**src/rtl/sfp_ctrl_pkg.sv**
```systemverilog
// Shared definitions for the SFP accumulate/activation sequencer.
//  state_e    : sequencer FSM states
//  L1_RD_LAT  : L1 SRAM read latency in cycles
//  DRAIN_CYC  : cycles spent in DRAIN (derived from the read latency)
package sfp_ctrl_pkg;

    typedef enum logic [2:0] {
        IDLE,
        CLEAR,
        ACCUM,
        DRAIN,
        WRITE,
        DONE
    } state_e;

    localparam int L1_RD_LAT = 1;

    // The last read data lands L1_RD_LAT cycles after the final read, and the
    // accumulator register needs one more cycle to settle before write-out.
    localparam int DRAIN_CYC = L1_RD_LAT + 1;
    localparam int DRAIN_W   = (DRAIN_CYC > 1) ? $clog2(DRAIN_CYC) : 1;

endpackage

```
**src/rtl/sfp_ctrl_addr_gen.sv**
```systemverilog
// Address generator for the SFP sequencer.
// Holds the linear L1 read pointer, the output SRAM pointer and the
// tile (t) / output (o) counters with their last-flags.
//  load       : accepted start, loads bases and zeroes counters
//  l1_base    : first L1 address (sampled on load)
//  out_base   : first output address (sampled on load)
//  tiles/outs : latched T / N
//  tile_step  : one L1 read issued this cycle
//  out_step   : one output word written this cycle
//  l1_ptr     : current L1 read address
//  out_ptr    : current output write address
//  t_last     : current tile is the last of this output
//  o_last     : current output is the last of the job
module sfp_ctrl_addr_gen #(
    parameter int L1_ADDR_W  = 11,
    parameter int OUT_ADDR_W = 8,
    parameter int CNT_W      = 8
) (
    input  logic                  clk,
    input  logic                  reset,
    input  logic                  load,
    input  logic [L1_ADDR_W-1:0]  l1_base,
    input  logic [OUT_ADDR_W-1:0] out_base,
    input  logic [CNT_W-1:0]      tiles,
    input  logic [CNT_W-1:0]      outs,
    input  logic                  tile_step,
    input  logic                  out_step,
    output logic [L1_ADDR_W-1:0]  l1_ptr,
    output logic [OUT_ADDR_W-1:0] out_ptr,
    output logic                  t_last,
    output logic                  o_last
);

    logic [L1_ADDR_W-1:0]  l1_ptr_q, l1_ptr_d;
    logic [OUT_ADDR_W-1:0] out_ptr_q, out_ptr_d;
    logic [CNT_W-1:0]      t_q, t_d;
    logic [CNT_W-1:0]      o_q, o_d;

    // Comparing against count-1 keeps the counters within CNT_W bits, so
    // T = 2^CNT_W-1 never needs the unrepresentable value 2^CNT_W.
    assign t_last  = (t_q == tiles - CNT_W'(1));
    assign o_last  = (o_q == outs - CNT_W'(1));
    assign l1_ptr  = l1_ptr_q;
    assign out_ptr = out_ptr_q;

    always_comb begin
        l1_ptr_d  = l1_ptr_q;
        out_ptr_d = out_ptr_q;
        t_d       = t_q;
        o_d       = o_q;
        if (load) begin
            l1_ptr_d  = l1_base;
            out_ptr_d = out_base;
            t_d       = '0;
            o_d       = '0;
        end else begin
            // The L1 pointer is never rewound between outputs: it walks
            // linearly across the whole job and wraps naturally.
            if (tile_step) begin
                l1_ptr_d = l1_ptr_q + L1_ADDR_W'(1);
                t_d      = t_last ? '0 : t_q + CNT_W'(1);
            end
            if (out_step) begin
                out_ptr_d = out_ptr_q + OUT_ADDR_W'(1);
                o_d       = o_q + CNT_W'(1);
            end
        end
    end

    always_ff @(posedge clk) begin
        if (reset) begin
            l1_ptr_q  <= '0;
            out_ptr_q <= '0;
            t_q       <= '0;
            o_q       <= '0;
        end else begin
            l1_ptr_q  <= l1_ptr_d;
            out_ptr_q <= out_ptr_d;
            t_q       <= t_d;
            o_q       <= o_d;
        end
    end

endmodule

```
**src/rtl/sfp_ctrl.sv**
```systemverilog
// Sequencer for the SFP accumulate/activation stage.
// For each of N outputs: clear the accumulator, stream T psum vectors from
// L1 into the SFP, wait for the pipeline to drain, write the result out.
//  clk, reset        : clock, synchronous active-high reset
//  start / done      : job launch (IDLE only) / one-cycle completion pulse
//  cfg_*             : job configuration, latched on accepted start
//  busy              : job in progress (CLEAR..WRITE)
//  l1_cen, l1_addr   : L1 SRAM read port
//  sfp_valid/clr/relu: SFP accumulate strobe, accumulator clear, ReLU enable
//  out_wen, out_addr : output SRAM write port
// Optional build macro SFP_CTRL_PERF_EN adds perf_cycles / perf_jobs.
module sfp_ctrl
    import sfp_ctrl_pkg::*;
#(
    parameter int L1_ADDR_W  = 11,
    parameter int OUT_ADDR_W = 8,
    parameter int CNT_W      = 8
) (
    input  logic                  clk,
    input  logic                  reset,
    input  logic                  start,
    input  logic [CNT_W-1:0]      cfg_tiles,
    input  logic [CNT_W-1:0]      cfg_outs,
    input  logic                  cfg_relu,
    input  logic [L1_ADDR_W-1:0]  cfg_l1_base,
    input  logic [OUT_ADDR_W-1:0] cfg_out_base,
    output logic                  busy,
    output logic                  done,
    output logic                  l1_cen,
    output logic [L1_ADDR_W-1:0]  l1_addr,
    output logic                  sfp_valid,
    output logic                  sfp_clr,
    output logic                  sfp_relu,
    output logic                  out_wen,
`ifdef SFP_CTRL_PERF_EN
    output logic [31:0]           perf_cycles,
    output logic [15:0]           perf_jobs,
`endif
    output logic [OUT_ADDR_W-1:0] out_addr
);

    state_e               state_q, state_d;
    logic [CNT_W-1:0]     tiles_q, tiles_d;
    logic [CNT_W-1:0]     outs_q, outs_d;
    logic                 relu_q, relu_d;
    logic [DRAIN_W-1:0]   drain_q, drain_d;
    // Delays the read strobe by the L1 read latency so sfp_valid lines up
    // with returning read data.
    logic [L1_RD_LAT-1:0] vld_pipe_q, vld_pipe_d;

    logic                  load, tile_step, out_step, t_last, o_last;
    logic [L1_ADDR_W-1:0]  l1_ptr;
    logic [OUT_ADDR_W-1:0] out_ptr;

    sfp_ctrl_addr_gen #(
        .L1_ADDR_W (L1_ADDR_W),
        .OUT_ADDR_W(OUT_ADDR_W),
        .CNT_W     (CNT_W)
    ) u_addr_gen (
        .clk      (clk),
        .reset    (reset),
        .load     (load),
        .l1_base  (cfg_l1_base),
        .out_base (cfg_out_base),
        .tiles    (tiles_q),
        .outs     (outs_q),
        .tile_step(tile_step),
        .out_step (out_step),
        .l1_ptr   (l1_ptr),
        .out_ptr  (out_ptr),
        .t_last   (t_last),
        .o_last   (o_last)
    );

    always_comb begin
        state_d    = state_q;
        tiles_d    = tiles_q;
        outs_d     = outs_q;
        relu_d     = relu_q;
        drain_d    = drain_q;
        load       = 1'b0;
        tile_step  = 1'b0;
        out_step   = 1'b0;
        done       = 1'b0;
        l1_cen     = 1'b0;
        sfp_clr    = 1'b0;
        out_wen    = 1'b0;
        case (state_q)
            IDLE: begin
                if (start) begin
                    load    = 1'b1;
                    tiles_d = cfg_tiles;
                    outs_d  = cfg_outs;
                    relu_d  = cfg_relu;
                    // An empty job goes straight to DONE with no traffic.
                    state_d = (cfg_tiles != '0 && cfg_outs != '0) ? CLEAR : DONE;
                end
            end
            CLEAR: begin
                sfp_clr = 1'b1;
                state_d = ACCUM;
            end
            ACCUM: begin
                l1_cen    = 1'b1;
                tile_step = 1'b1;
                if (t_last) begin
                    drain_d = '0;
                    state_d = DRAIN;
                end
            end
            DRAIN: begin
                drain_d = drain_q + DRAIN_W'(1);
                if (drain_q == DRAIN_W'(DRAIN_CYC - 1)) state_d = WRITE;
            end
            WRITE: begin
                out_wen  = 1'b1;
                out_step = 1'b1;
                state_d  = o_last ? DONE : CLEAR;
            end
            DONE: begin
                done    = 1'b1;
                state_d = IDLE;
            end
            default: state_d = IDLE;
        endcase
    end

    assign busy       = (state_q == CLEAR) || (state_q == ACCUM) ||
                        (state_q == DRAIN) || (state_q == WRITE);
    assign sfp_relu   = busy & relu_q;
    assign l1_addr    = l1_cen ? l1_ptr : '0;
    assign out_addr   = out_wen ? out_ptr : '0;
    assign vld_pipe_d = L1_RD_LAT'({vld_pipe_q, l1_cen});
    assign sfp_valid  = vld_pipe_q[L1_RD_LAT-1];

    always_ff @(posedge clk) begin
        if (reset) begin
            state_q    <= IDLE;
            tiles_q    <= '0;
            outs_q     <= '0;
            relu_q     <= 1'b0;
            drain_q    <= '0;
            vld_pipe_q <= '0;
        end else begin
            state_q    <= state_d;
            tiles_q    <= tiles_d;
            outs_q     <= outs_d;
            relu_q     <= relu_d;
            drain_q    <= drain_d;
            vld_pipe_q <= vld_pipe_d;
        end
    end

`ifdef SFP_CTRL_PERF_EN
    logic [31:0] perf_cycles_q, perf_cycles_d;
    logic [15:0] perf_jobs_q, perf_jobs_d;

    // Counts every active cycle of the job, CLEAR through the DONE cycle.
    always_comb begin
        perf_cycles_d = perf_cycles_q;
        perf_jobs_d   = perf_jobs_q;
        if (load)
            perf_cycles_d = '0;
        else if (state_q != IDLE && perf_cycles_q != '1)
            perf_cycles_d = perf_cycles_q + 32'd1;
        if (done) perf_jobs_d = perf_jobs_q + 16'd1;
    end

    always_ff @(posedge clk) begin
        if (reset) begin
            perf_cycles_q <= '0;
            perf_jobs_q   <= '0;
        end else begin
            perf_cycles_q <= perf_cycles_d;
            perf_jobs_q   <= perf_jobs_d;
        end
    end

    assign perf_cycles = perf_cycles_q;
    assign perf_jobs   = perf_jobs_q;
`endif

endmodule
```
**config.mk**
```make
export PLATFORM = sky130hd
export DESIGN_NAME = sfp_ctrl
export DESIGN_NICKNAME = d
export VERILOG_FILES = /design/src/rtl/sfp_ctrl_pkg.sv /design/src/rtl/sfp_ctrl_addr_gen.sv /design/src/rtl/sfp_ctrl.sv
export SDC_FILE = /design/constraint.sdc
export NUM_CORES = 1
export LEC_CHECK = 0
export CAP_MARGIN = 20
export CORE_MARGIN = 5
export CORE_UTILIZATION = 40
export DETAILED_ROUTE_END_ITERATION = 8
export PLACE_DENSITY = 0.67
export SLEW_MARGIN = 30
export SYNTH_ARGS = -nofsm -noshare
export SYNTH_HDL_FRONTEND = slang
export SYNTH_SLANG_ARGS = --single-unit
```
**constraint.sdc**
```tcl
create_clock -name clk -period 2.3 [get_ports clk]
set_clock_uncertainty 0.2 [all_clocks]
set_input_delay 0.23 -clock clk [delete_from_list [all_inputs] [get_ports clk]]
set_output_delay 0.23 -clock clk [all_outputs]
set_load 0.01 [all_outputs]
```
==> results.txt, run 1 <==
Buffers added on ports: 64
Minimum setup slack among reg-to-reg paths: 80 ps
Crit path depth: 5
TritonCTS clock tree: done
Sum of buffers and inverters on the critical path: 3
Number of distinct standard cells referenced by the synthesized netlist: 48
Cell chain of the critical path: buf_4, nor2_4, buf_4, and3_1, clkdlybuf4s50_1
Clock-pin transition on the worst setup and hold timing paths: 60 ps
DRC violations left: 0
Launching point of the worst reg2reg path: tiles_q[3]
Number of optimization iterations in the first detailed-route pass: 4
Mapped Nets: 453
Final design utilization: 55.0%
Period utilization: 96.5%
Library cell appearing most often on the critical path: sky130_fd_sc_hd__buf_4
Pin count of the biggest net entering global routing: 42
Number of vias per cell: 5.20
Part of the Yosys area used for sequential elements: 35.6%
Arr. time, crit path: 1790 ps
Vias after detailed routing: 3047
Post-synthesis register bit count: 57
Inserted Clock Buffers: 9
Clk Tree Root Cell: sky130_fd_sc_hd__clkbuf_8
Die area: 9910 um2
Rel. slew slack: 68.5%
Gate count of the mapped netlist: 408
Final period demand of the worst path: 2220 ps
End of the worst register-to-register path: drain_q
Number of placement rows: 32
Total GRT Usage: 15.7%
Fill cell instance count of the final layout: 752
ANT nets after route: 0
Number of warning messages in the yosys log: 0
Antenna cell count: 0
CP delay by family, top: buffers and inverters
Required time worst endpoint: 1870 ps
Cells on worst reg2reg path: 6
Worst min-delay path endpoint: u_addr_gen.l1_ptr[4]
Max-cap violation count: 0
Most used standard cell by instance count after synthesis: sky130_fd_sc_hd__nand2_1
Total global routing overflow: 0
Multi-input logic area: 1980 um2
Detailed-placement wirelength estimate: 5.61 mm
Maximum clock path buffer count: 2
Final-report hold violation count: 0
Reported leakage power: 1.62 nW
Area of the core: 7770 um2
Ratio of cells with drive above 1 in the final layout: 11.6%
Fmax: 0.451 GHz
Hold Buf Count CTS: 0
IR drop worst, VDD: 0.000293 V
Die outline width: 99.6 um
Power density over the cells: 607 nW/um2
Number of global-route vias before repair: 2712
Number of antenna violations at the first check in global routing: 0
Main area contributors after synthesis: sky130_fd_sc_hd__dfxtp_1 (36%), sky130_fd_sc_hd__nand2_1 (6.8%), sky130_fd_sc_hd__xnor2_1 (6.0%)
Slowest stage cell on the critical path: sky130_fd_sc_hd__clkdlybuf4s50_1
Synthesis-to-finish area growth: 33.1%
Routed wire length: 7.97 mm
Cell type contributing the most total cell area after synthesis: sky130_fd_sc_hd__dfxtp_1
Start point of the worst min-delay path: cfg_l1_base[4]
Total standard cell area after synthesis: 3210 um2
Final setup TNS: 0 ps
Result of the run: completed
Crit path max fanout: 7
Final setup violating endpoints: 0
Wire length of the first global-routing pass: 12.6 mm
Class of the tightest hold or removal check: in -> reg
Global placer's final weighted congestion: 0.828
Die extent in y: 99.6 um
Starting density of the core: 41.3%
Proportion of register bits with asynchronous set or reset after synthesis: 0%
Worst Tran Pin Value: 472 ps
Count of pins on the block boundary: 65
Iteration-0 DRC count of the detailed router: 114
Layout Nets: 524
Mean post-synth cell area: 7.87 um2
Most used standard cells in the synthesized netlist: sky130_fd_sc_hd__nand2_1 (58), sky130_fd_sc_hd__dfxtp_1 (57), sky130_fd_sc_hd__nor2_1 (37), sky130_fd_sc_hd__a21oi_1 (31), sky130_fd_sc_hd__xnor2_1 (22)
Hold Crit Depth: 3
WS Path Type: reg -> out
Main synth FF type: sky130_fd_sc_hd__dfxtp_1
EDFF count, synth: 0
Clk Latency, worst-skew pair: 340 ps
Critical Path Source Type: register
FF+latch area: 1140 um2
Synth top area share: 35.6%
Routed length per placed instance: 13.6 um
Slew Viols, Final: 0
Number of H-tree levels: 3
CP endpoint kind: output pin
Critical Path Max Stage Delay: 540 ps
TritonCTS sink count: 57
WHS: 243 ps
-- registers in the layout, indices dropped and copies added, names as in the netlist --
name                cells
tiles_q                 8
sfp_valid               1
state_q                 3
u_addr_gen.out_ptr      8
drain_q                 1
u_addr_gen.t_q          8
outs_q                  8
relu_q                  1
u_addr_gen.o_q          8
u_addr_gen.l1_ptr      11
-- final cells by class --
| class | instances | share of cell area, % |
|---|---|---|
| multi-input cells | 318 | 46.3 |
| flip-flops and latches | 57 | 26.8 |
| well taps | 102 | 2.99 |
| clock buffers | 13 | 3.49 |
| repair buffers | 83 | 18.4 |
| repair inverters | 1 | 0.117 |
| inverters | 9 | 0.938 |
| clock inverters | 3 | 0.938 |
-- kinds of logic (layout without fill, tap and decap cells) --
logic type	after synthesis	in the layout	synth area share [%]
buffers and inverters	33	109	4.02
flip-flops	57	57	35.6
AO/OA/AOI/OAI	82	82	16.8
XOR/XNOR	41	41	11.2
adder cells (fa/ha/maj)	6	6	2.34
multiplexers	3	3	0.936
AND/OR/NAND/NOR	186	186	29.2
-- power breakdown --
part | internal (W) | total, W | switching (W)
sequential | 0.00105 | 0.00111 | 0.0000620
clock | 0.000528 | 0.000917 | 0.000390
combinational | 0.000284 | 0.000564 | 0.000280
-- stage by stage --
| step | instances | instance area, um2 | setup WS (ps) | power [W] |
|---|---|---|---|---|
| floorplan | 408 | 3210 | 72.6 | 0.00146 |
| global placement | 564 | 4000 | 117 | 0.00165 |
| detailed placement | 564 | 4000 | 59.9 | 0.00166 |
| CTS | 581 | 4190 | 4.28 | 0.00259 |
| global route | 586 | 4270 | -0.0193 | 0.00272 |
| finish | 586 | 4270 | 81.0 | 0.00259 |
-- per-layer routing --
layer / GRT usage (%) / up-vias / part of all wire (%)
met3: 2.52 / 9 / 4.6
met5: 0 / - / 0
met2: 25.8 / 69 / 49
met1: 20.0 / 1393 / 45
met4: 7.88 / 0 / 1.7
li1: - / 1576 / -
-- how the worst max path moves through the flow --
stage | from | to | slack, ps
after floorplan | state_q[1] | l1_addr[5] | 70
after CTS | state_q[1] | l1_addr[0] | 4
after detailed placement | tiles_q[3] | drain_q | 60
after global placement | tiles_q[3] | drain_q | 120
final | state_q[1] | out_addr[4] | 80
after global routing | tiles_q[0] | state_q[0] | -0.02
-- what timing repair did --
action,4_1_cts,5_1_grt
cloned,0,2
pin swaps,0,4
setup endpoints to repair,14,18
gates resized for setup,8,12
hold endpoints to repair,0,0
buffers inserted,1,3
-- cells in the final DEF (no fill, tap or decap), types with 3 or more instances in the layout --
| cell | instances |
|---|---|
| sky130_fd_sc_hd__mux2i_1 | 3 |
| sky130_fd_sc_hd__nand4_1 | 7 |
| sky130_fd_sc_hd__ha_1 | 5 |
| sky130_fd_sc_hd__dfxtp_2 | 3 |
| sky130_fd_sc_hd__a221oi_1 | 3 |
| sky130_fd_sc_hd__buf_4 | 18 |
| sky130_fd_sc_hd__xnor2_1 | 22 |
| sky130_fd_sc_hd__and3_1 | 15 |
| sky130_fd_sc_hd__clkbuf_1 | 3 |
| sky130_fd_sc_hd__nand2_1 | 58 |
| sky130_fd_sc_hd__a211oi_2 | 5 |
| sky130_fd_sc_hd__nand2b_1 | 3 |
| sky130_fd_sc_hd__inv_1 | 7 |
| sky130_fd_sc_hd__nor4_1 | 10 |
| sky130_fd_sc_hd__clkinv_2 | 4 |
| sky130_fd_sc_hd__a21oi_1 | 31 |
| sky130_fd_sc_hd__dlygate4sd2_1 | 5 |
| sky130_fd_sc_hd__o21ai_0 | 13 |
| sky130_fd_sc_hd__nand3_1 | 18 |
| sky130_fd_sc_hd__a211oi_1 | 12 |
| sky130_fd_sc_hd__nor2_1 | 36 |
| sky130_fd_sc_hd__nor3_1 | 8 |
| sky130_fd_sc_hd__dfxtp_1 | 54 |
| sky130_fd_sc_hd__and2_1 | 10 |
| sky130_fd_sc_hd__or3_1 | 3 |
| sky130_fd_sc_hd__o22ai_1 | 6 |
| sky130_fd_sc_hd__nor3b_1 | 3 |
| sky130_fd_sc_hd__xor2_1 | 19 |
| sky130_fd_sc_hd__clkdlybuf4s50_1 | 57 |
| sky130_fd_sc_hd__clkbuf_8 | 10 |
-- worst register-to-register path, cell delays in order, from the launching register on --
cell,delay [ps]
sky130_fd_sc_hd__dfxtp_2,340
sky130_fd_sc_hd__or3_4,400
sky130_fd_sc_hd__or3_4,350
sky130_fd_sc_hd__and3_4,190
sky130_fd_sc_hd__nor3_4,290
sky130_fd_sc_hd__nor2_4,110
sky130_fd_sc_hd__a311oi_2,260
Power figures use the tool's default switching activity.
==> run 2, diff against run 1 <==
Settings changed: CTS_CLUSTER_SIZE set to 10.
==> results of run 2 <==
No change in the layout: final DEF, timing and power equal those of run 1.
==> run 3, diff against run 2 <==
Settings changed: TNS_END_PERCENT set to 10.
==> run 3 against run 2 <==
  * Core utilization fell by 0.68 points
  * Critical path type is now reg -> reg
  * Wire length fell by 2.0%
  * Die area did not move
  * Maximum frequency fell by 0.72%
  * Largest power group unchanged
  * Via count fell by 0.62%
  * Register-to-register slack got worse by 20 ps
  * Critical path depth rose by 1
  * Setup slack got worse by 16 ps
  * Largest cell class unchanged
  * First-iteration DRC count rose by 3.5%
  * Clock power barely moved
  * Hold slack improved by 0.63 ps
  * Total power fell by 1.1%
==> results.txt, run 3 (synthesis results as in run 1) <==
CP endpoint kind: register (was output pin)
Top Usage Layer GRT: met2 (unchanged)
Inserted Clock Buffers: 9 (unchanged)
Detailed-placement wirelength estimate: 5.61 mm (unchanged)
Buffers added on ports: 64 (unchanged)
Cells on worst reg2reg path: 6 (unchanged)
Result of the run: completed (unchanged)
Routed length per placed instance: 13.4 um (was 13.6 um)
Slew Viols, Final: 0 (unchanged)
Maximum clock path buffer count: 2 (unchanged)
Synthesis-to-finish area growth: 31.4% (was 33.1%)
IR drop worst, VDD: 0.000292 V (was 0.000293 V)
TritonCTS sink count: 57 (unchanged)
Global placer's final weighted congestion: 0.828 (unchanged)
Power density over the cells: 608 nW/um2 (was 607 nW/um2)
Final setup violating endpoints: 0 (unchanged)
Required time worst endpoint: 2350 ps (was 1870 ps)
WHS: 244 ps (was 243 ps)
Wire length of the first global-routing pass: 12.6 mm (unchanged)
Clk Tree Root Cell: sky130_fd_sc_hd__clkbuf_8 (unchanged)
Max-cap violation count: 0 (unchanged)
Hold Crit Depth: 3 (unchanged)
Most frequent standard cell in the layout excluding fill and tap cells: sky130_fd_sc_hd__nand2_1 (unchanged)
Pin count of the biggest net entering global routing: 42 (unchanged)
Number of vias per cell: 5.21 (was 5.20)
Clock-pin transition on the worst setup and hold timing paths: 60 ps (about the same)
Unrepaired setup endpoints after global routing: true
Final period demand of the worst path: 2240 ps (was 2220 ps)
Vias after detailed routing: 3028 (was 3047)
Number of global-route vias before repair: 2713 (was 2712)
DRC violations left: 0 (unchanged)
Layout Nets: 519 (was 524)
Finished Cell Area: 4220 um2 (was 4270 um2)
Iteration-0 DRC count of the detailed router: 118 (was 114)
Period utilization: 97.2% (was 96.5%)
Final-report hold violation count: 0 (unchanged)
Multi-input logic area: 1970 um2 (was 1980 um2)
Die extent in y: 99.6 um (unchanged)
ANT nets after route: 0 (unchanged)
Met2 Use GR: 25.8% (unchanged)
DP Area: 4000 um2 (unchanged)
Number of optimization iterations in the first detailed-route pass: 4 (unchanged)
Total global routing overflow: 0 (unchanged)
Routed wire length: 7.81 mm (was 7.97 mm)
Die outline width: 99.6 um (unchanged)
Critical Path Source Type: register (unchanged)
Die area: 9910 um2 (unchanged)
Global Route met3 Usage: 2.52% (unchanged)
Flip-flop count of the largest register after layout: 11 (unchanged)
FF+latch area: 1140 um2 (about the same)
Crit path max fanout: 7 (unchanged)
Number of H-tree levels: 3 (unchanged)
Number of placement rows: 32 (unchanged)
Area of the core: 7770 um2 (unchanged)
Worst Tran Pin Value: 469 ps (was 472 ps)
Hold Buf Count CTS: 0 (unchanged)
Total GRT Usage: 15.7% (unchanged)
Fmax: 0.447 GHz (was 0.451 GHz)
Met1 usage in global routing: 20.0% (unchanged)
Class of the tightest hold or removal check: in -> reg (unchanged)
Ratio of cells with drive above 1 in the final layout: 9.60% (was 11.6%)
WS Path Type: reg -> reg (was reg -> out)
Rel. slew slack: 68.7% (was 68.5%)
Number of antenna violations at the first check in global routing: 0 (unchanged)
Starting density of the core: 41.3% (unchanged)
TritonCTS clock tree: done (unchanged)
Fill cell instance count of the final layout: 762 (was 752)
Commonest cells after routing, fill and taps aside: sky130_fd_sc_hd__nand2_1 (58), sky130_fd_sc_hd__dfxtp_1 (57), sky130_fd_sc_hd__clkdlybuf4s50_1 (56), sky130_fd_sc_hd__nor2_1 (36), sky130_fd_sc_hd__a21oi_1 (31) (was sky130_fd_sc_hd__nand2_1 (58), sky130_fd_sc_hd__clkdlybuf4s50_1 (57), sky130_fd_sc_hd__dfxtp_1 (54), sky130_fd_sc_hd__nor2_1 (36), sky130_fd_sc_hd__a21oi_1 (31))
Antenna cell count: 0 (unchanged)
Clk Latency, worst-skew pair: 330 ps (was 340 ps)
Count of pins on the block boundary: 65 (unchanged)
Arr. time, crit path: 2280 ps (was 1790 ps)
Reported leakage power: 1.62 nW (about the same)
[run 3: cell count changes in the layout (fill, tap and decap cells not counted), sizes merged]
cell / change
clkdlybuf4s15: -1
clkdlybuf4s50: -1
buf: -3
clkinv: -1
dlymetal6s2s: +1
[run 3: layout make-up]
class | instances | area share [%]
Clock buffer | 13 | 3.53
Clock inverter | 3 | 0.949
Inverter | 9 | 0.949
Multi-Input combinational cell | 318 | 46.6
Sequential cell | 57 | 27.1
Tap cell | 102 | 3.03
Timing Repair Buffer | 79 | 17.9
[run 3: path summary, 6_finish.rpt]
path / start / endpoint / slack (ps)
max: tiles_q[3] / drain_q / 60
min: cfg_l1_base[4] / u_addr_gen.l1_ptr[4] / 240
max reg2reg: tiles_q[3] / drain_q / 60
min reg2reg: relu_q / relu_q / 250
[run 3: worst max-delay path, stage by stage, from the launching register on]
cell	delay (ps)
sky130_fd_sc_hd__dfxtp_1	340
sky130_fd_sc_hd__or3_4	400
sky130_fd_sc_hd__or3_4	380
sky130_fd_sc_hd__o2111a_2	150
sky130_fd_sc_hd__nor3_4	310
sky130_fd_sc_hd__nor2_4	110
sky130_fd_sc_hd__a311oi_2	260
[run 3: routing by layer]
metal | part of all wire (%) | wire length (um) | up-vias
li1 | - | - | 1573
met1 | 46 | 3590 | 1393
met2 | 48 | 3740 | 53
met3 | 4.3 | 336 | 9
met4 | 1.9 | 145 | 0
met5 | 0 | 0 | -
[run 3: stage by stage]
stage	utilization (%)	TNS (ps)	worst slack, ps	total power (W)	std cells
final	54.3	0	64.9	0.00256	581
after global routing	54.3	-15.4	-5.65	0.00270	581
after CTS	54.0	0	4.28	0.00259	581
after detailed placement	51.4	0	59.9	0.00166	564
after global placement	51.4	0	117	0.00165	564
after floorplan	-	0	72.6	0.00146	408
[run 3: power by group]
part | internal, W | switching (W) | leakage, nW | total (W)
sequential | 0.00105 | 0.0000614 | 0.466 | 0.00111
clock | 0.000528 | 0.000387 | 0.0974 | 0.000915
combinational | 0.000270 | 0.000271 | 1.05 | 0.000541
total | 0.00184 | 0.000720 | 1.62 | 0.00256
[run 3: what timing repair did]
action | in CTS | in global routing
pin swaps | 0 | 1
endpoints found under the setup margin | 14 | 18
resized for setup | 8 | 7
buffers inserted | 1 | 0
